[src/rtl/dma_word_unpacker_pkg.sv]
// Shared definitions for the DMA-to-PS/2 word unpacker: state encoding and default sizing.
package dma_word_unpacker_pkg;

  typedef enum logic [1:0] {
    ST_IDLE = 2'b00,
    ST_SEND = 2'b01,
    ST_DONE = 2'b10
  } state_e;

  localparam int unsigned DEF_NUM_BYTES = 4;
  localparam int unsigned DEF_BYTE_W    = 8;
  localparam int unsigned DEF_CNT_W     = 3;

endpackage

[src/rtl/dma_word_unpacker_byte_shift_reg.sv]
// Word-wide shift register: parallel load, shift left by one byte, top byte exposed.
// Optional PS2_PARITY_EN adds a registered odd-parity bit for the exposed byte.
module byte_shift_reg
  import dma_word_unpacker_pkg::*;
#(
  parameter int unsigned NUM_BYTES = DEF_NUM_BYTES,
  parameter int unsigned BYTE_W    = DEF_BYTE_W
) (
  input  logic                          clk,
  input  logic                          rst,
  input  logic                          i_load,
  input  logic                          i_shift,
  input  logic [NUM_BYTES*BYTE_W-1:0]   i_data,
`ifdef PS2_PARITY_EN
  output logic                          o_top_parity,
`endif
  output logic [BYTE_W-1:0]             o_top
);

  localparam int unsigned W = NUM_BYTES * BYTE_W;

  logic [W-1:0] r_data;

  always_ff @(posedge clk or posedge rst) begin
    if (rst) begin
      r_data <= '0;
    end else if (i_load) begin
      r_data <= i_data;
    end else if (i_shift) begin
      r_data <= {r_data[W-BYTE_W-1:0], {BYTE_W{1'b0}}};
    end
  end

  assign o_top = r_data[W-1 -: BYTE_W];

`ifdef PS2_PARITY_EN
  logic r_parity;

  // Parity is computed from whichever byte becomes the top byte next, so it stays aligned with o_top.
  always_ff @(posedge clk or posedge rst) begin
    if (rst) begin
      r_parity <= 1'b1;
    end else if (i_load) begin
      r_parity <= ~^i_data[W-1 -: BYTE_W];
    end else if (i_shift) begin
      r_parity <= ~^r_data[W-BYTE_W-1 -: BYTE_W];
    end
  end

  assign o_top_parity = r_parity;
`endif

endmodule

[src/rtl/dma_word_unpacker.sv]
// Accepts one DMA word and emits it MSB byte first toward the PS/2 transmitter, pulsing listo at the end.
// Build option: define PS2_PARITY_EN to add the registered byte_parity output.
module dma_word_unpacker
  import dma_word_unpacker_pkg::*;
#(
  parameter int unsigned NUM_BYTES = DEF_NUM_BYTES,
  parameter int unsigned BYTE_W    = DEF_BYTE_W,
  parameter int unsigned CNT_W     = DEF_CNT_W
) (
  input  logic                          clk,
  input  logic                          reset,
  input  logic [NUM_BYTES*BYTE_W-1:0]   word_in,
  input  logic                          word_valid,
  output logic                          word_ready,
  output logic [BYTE_W-1:0]             byte_out,
  output logic                          byte_valid,
  input  logic                          byte_ready,
  output logic [CNT_W-1:0]              z,
`ifdef PS2_PARITY_EN
  output logic                          byte_parity,
`endif
  output logic                          busy,
  output logic                          listo
);

  localparam logic [CNT_W-1:0] LAST_IDX = CNT_W'(NUM_BYTES - 1);

  state_e           r_state;
  logic [CNT_W-1:0] r_z;
  logic             r_word_ready;
  logic             r_byte_valid;
  logic             r_busy;
  logic             r_listo;

  logic w_load;
  logic w_shift;

  assign w_load  = (r_state == ST_IDLE) && word_valid;
  assign w_shift = (r_state == ST_SEND) && byte_ready;

  byte_shift_reg #(
    .NUM_BYTES (NUM_BYTES),
    .BYTE_W    (BYTE_W)
  ) u_shift (
    .clk          (clk),
    .rst          (reset),
    .i_load       (w_load),
    .i_shift      (w_shift),
    .i_data       (word_in),
`ifdef PS2_PARITY_EN
    .o_top_parity (byte_parity),
`endif
    .o_top        (byte_out)
  );

  always_ff @(posedge clk or posedge reset) begin
    if (reset) begin
      r_state      <= ST_IDLE;
      r_z          <= '0;
      r_word_ready <= 1'b1;
      r_byte_valid <= 1'b0;
      r_busy       <= 1'b0;
      r_listo      <= 1'b0;
    end else begin
      case (r_state)
        ST_IDLE: begin
          if (word_valid) begin
            r_state      <= ST_SEND;
            r_z          <= '0;
            r_word_ready <= 1'b0;
            r_byte_valid <= 1'b1;
            r_busy       <= 1'b1;
          end
        end
        ST_SEND: begin
          if (byte_ready) begin
            r_z <= r_z + CNT_W'(1);
            if (r_z == LAST_IDX) begin
              r_state      <= ST_DONE;
              r_byte_valid <= 1'b0;
              r_listo      <= 1'b1;
            end
          end
        end
        ST_DONE: begin
          r_state      <= ST_IDLE;
          r_z          <= '0;
          r_listo      <= 1'b0;
          r_word_ready <= 1'b1;
          r_busy       <= 1'b0;
        end
        default: begin
          r_state      <= ST_IDLE;
          r_z          <= '0;
          r_word_ready <= 1'b1;
          r_byte_valid <= 1'b0;
          r_busy       <= 1'b0;
          r_listo      <= 1'b0;
        end
      endcase
    end
  end

  assign word_ready = r_word_ready;
  assign byte_valid = r_byte_valid;
  assign busy       = r_busy;
  assign listo      = r_listo;
  assign z          = r_z;

endmodule

[config.mk]
export PLATFORM = sky130hd
export DESIGN_NAME = dma_word_unpacker
export DESIGN_NICKNAME = d
export VERILOG_FILES = /design/src/rtl/dma_word_unpacker_pkg.sv /design/src/rtl/dma_word_unpacker_byte_shift_reg.sv /design/src/rtl/dma_word_unpacker.sv
export SDC_FILE = /design/constraint.sdc
export NUM_CORES = 1
export LEC_CHECK = 0
export ABC_AREA = 1
export BUFFER_PORTS_ARGS = -buffer_cell sky130_fd_sc_hd__buf_2
export CORE_UTILIZATION = 40
export CTS_CLUSTER_SIZE = 40
export DETAILED_ROUTE_END_ITERATION = 10
export PLACE_DENSITY = 0.61
export SETUP_SLACK_MARGIN = 0.1
export SYNTH_ARGS = -nofsm -noshare
export SYNTH_HDL_FRONTEND = slang
export SYNTH_SLANG_ARGS = --single-unit
[constraint.sdc]
create_clock -name clk -period 3.69 [get_ports clk]
set_input_delay 0.1845 -clock clk [delete_from_list [all_inputs] [get_ports clk]]
set_output_delay 0.1845 -clock clk [all_outputs]
set_load 0.02 [all_outputs]
==> results.py <==
metrics = {
    "critical_path": {
        "timing.rr.start": "r_state[0]$_DFFE_PP0P_",
        "crit_path_end": "u_shift.r_data[16]$_DFFE_PP0P_",
        "crit_path_start": "r_state[0]$_DFFE_PP0P_",
        "path_max_fanout": 45,
        "rr_endpoint": "u_shift.r_data[16]$_DFFE_PP0P_",
        "r2r_slack_ns": 1.90,
        "cp.required_ns": 3.92,
        "crit_path_start_kind": "flip-flop",
        "worstSetupPathType": "reg2reg",
        "r2r_cells": 6,
        "endpoint_kind": "flip-flop",
        "crit_arrival_ns": 2.02,
    },
    "power_and_ir_drop": {
        "power_density_nw_per_um2": 776,
        "peakVddDrop_v": 0.000236,
        "total_power_mw": 1.77,
        "leakagePower_nw": 1.23,
    },
    "clock_network": {
        "ctsLongestPathBuffers": 2,
        "clk_pin_slew_ns": 0.08,
        "cts_setup_buffers": 0,
        "cts_tree": "built",
        "cts_resized": 0,
        "clock-sinks": 41,
        "cts_max_level": 2,
        "insertion_delay_ns": 0.29,
        "root_buffer": "clkbuf_8",
        "cts_buffers": 5,
        "holdBufCountCts": 0,
    },
    "global_route": {
        "gr-usage-all-layers_pct": 16.6,
        "antenna_found_initial": 0,
        "grt_max_degree": 46,
        "first_global_vias": 1459,
        "grt_pass1_wl_mm": 6.49,
        "grt_overflow_total": 0,
    },
    "route": {
        "drt-initial-drc-count": 85,
        "ant_nets": 0,
        "drtPass1Iterations": 4,
        "routed_wl_mm": 3.79,
        "vias": 1535,
        "drc_errors": 0,
        "drt-vias-per-instance": 4.39,
        "wire_per_inst_um": 10.8,
    },
    "logic_synthesis": {
        "ys_warn_count": 0,
        "synth-simple-area-share_pct": 28.4,
        "synthCells": 243,
        "synth_mux_area_share_pct": 0,
        "ys_ff_latch": 41,
        "synth_xor_area_share_pct": 0,
        "yosys.area_share.adder_pct": 1.25,
        "synth_cell_types": 19,
        "syn_avg_cell_area_um2": 8.21,
        "yosysSeqAreaShare_pct": 51.5,
        "netlist_area_um2": 2000,
        "mappedNetlistNets": 281,
        "synth_compound_area_share_pct": 6.33,
        "synth_top_family_by_area": "simple AND/OR/NAND/NOR gates",
    },
    "worst_hold_path": {
        "hold_path_class": "in2async",
    },
    "timing": {
        "timing.setup.tns_ns": 0,
        "setup_violations": 0,
        "rsz0062_at_grt": "false",
        "setup_slack_ns": 1.90,
        "fin_hold_ws_ns": -0.000471,
        "period_share_pct": 48.5,
        "slew_headroom_pct": 65.1,
        "timing.final.hold_violations": 2,
        "clock-skew-final_ns": 0.00510,
        "layout_min_cycle_time_ns": 1.79,
        "slew_viol_final": 0,
        "worst_pin_slew_ns": 0.523,
        "max_freq_mhz": 558,
    },
    "cells_and_area": {
        "final_common_cell": "nand2_1",
        "final_cell_mix": "nand2_1, buf_2, dfrtp_1, nor2_1, nand3_1",
        "drive_above_1_share_pct": 24.4,
        "final_cell_count_no_fill": 350,
        "n_antenna_cell": 0,
        "final_cell_area_um2": 2270,
        "syn_to_final_growth_pct": 14.0,
        "fin_util_pct": 47.8,
        "num-nets-final": 321,
    },
    "floorplan": {
        "die_y_um": 72.6,
        "num_rows": 25,
        "core-area_um2": 4750,
        "dieArea_um2": 5280,
        "initial_utilization_pct": 42.0,
        "die_w_um": 72.6,
        "io_pins": 51,
    },
    "placed_design": {
        "dpl_worst_slack_ns": 1.89,
        "hpwlAfterDp_mm": 2.56,
        "gp_congestion": 0.746,
        "port_buffers": 50,
        "place_inst": 343,
        "placed_cell_area_um2": 2180,
    },
    "status": {
        "violations": "hold timing",
        "outcome": "finished, violations left",
    },
    "run": {
        "cap_viol_max_count": 0,
    },
}
-- how the worst min path moves through the flow --
stage / startpoint / end / slack (ns) / cells after the start
3_3_place_gp: reset / u_shift.r_data[6]$_DFFE_PP0P_ / 0.34 / 3
4_1_cts: reset / z[2]$_DFFE_PP0P_ / 0.03 / 3
5_1_grt: reset / u_shift.r_data[3]$_DFFE_PP0P_ / 0.06 / 3
6_report: reset / u_shift.r_data[6]$_DFFE_PP0P_ / -0.0005 / 3
2_1_floorplan: word_in[0] / u_shift.r_data[0]$_DFFE_PP0P_ / 0.31 / 2
3_5_place_dp: reset / z[0]$_DFFE_PP0P_ / 0.34 / 3
-- cell families after synthesis --
group | count (synthesis)
buffers and inverters | 44
DFF | 41
and+or+nand+nor | 131
adders and majority gates | 2
AOI/OAI and AO/OA | 25
-- flip-flops by register name, summed over array words and instances, names as in the netlist --
| signal | count |
|---|---|
| busy | 1 |
| byte_valid | 1 |
| listo | 1 |
| r_state | 2 |
| u_shift.r_data | 32 |
| word_ready | 1 |
| z | 3 |
-- final cells by class --
| type | instances | area (µm²) |
|---|---|---|
| well taps | 67 | 83.8 |
| clock inverters | 1 | 7.51 |
| inverters | 26 | 97.6 |
| flip-flops and latches | 41 | 1030 |
| clock buffers | 6 | 82.6 |
| fillers | 532 | 2480 |
| repair buffers | 51 | 258 |
| multi-input cells | 158 | 718 |
-- synth_stat cells --
cell,number,area share [%]
nand2_1,77,14
dfrtp_1,40,50
inv_1,23,4.3
nand3_1,23,5.8
nor2_1,23,4.3
o21ai_1,20,5.0
buf_4,10,3.8
buf_6,6,3.4
o21ai_0,4,1.0
inv_2,3,0.56
or2_2,3,0.94
buf_2,2,0.50
ha_1,2,1.3
nand2_4,2,1.1
a31oi_1,1,0.31
dfstp_2,1,1.3
nand3_4,1,0.88
nor2_4,1,0.56
or2_0,1,0.31
-- power breakdown --
part	switching (mW)	leakage (nW)	internal, mW	total (mW)
Combinational	0.466	0.665	0.250	0.717
Clock	0.153	0.0433	0.148	0.301
Sequential	0.103	0.526	0.645	0.748
-- layer usage --
| metal | GRT usage, % | up-vias | share of wire, % |
|---|---|---|---|
| li1 | - | 820 | - |
| met2 | 24.8 | 38 | 44 |
| met3 | 4.97 | 5 | 4.5 |
| met1 | 22.8 | 672 | 49 |
| met5 | 0 | - | 0 |
| met4 | 5.88 | 0 | 1.6 |
-- worst max-delay path, cell delays in order (launching register included) --
cell and delay [ns]:
dfrtp_1 0.50, nor2_4 0.08, nand2_4 0.34, nand2_4 0.26, inv_2 0.34, nand2_1 0.10, o21ai_1 0.09
Power figures use the tool's default switching activity.
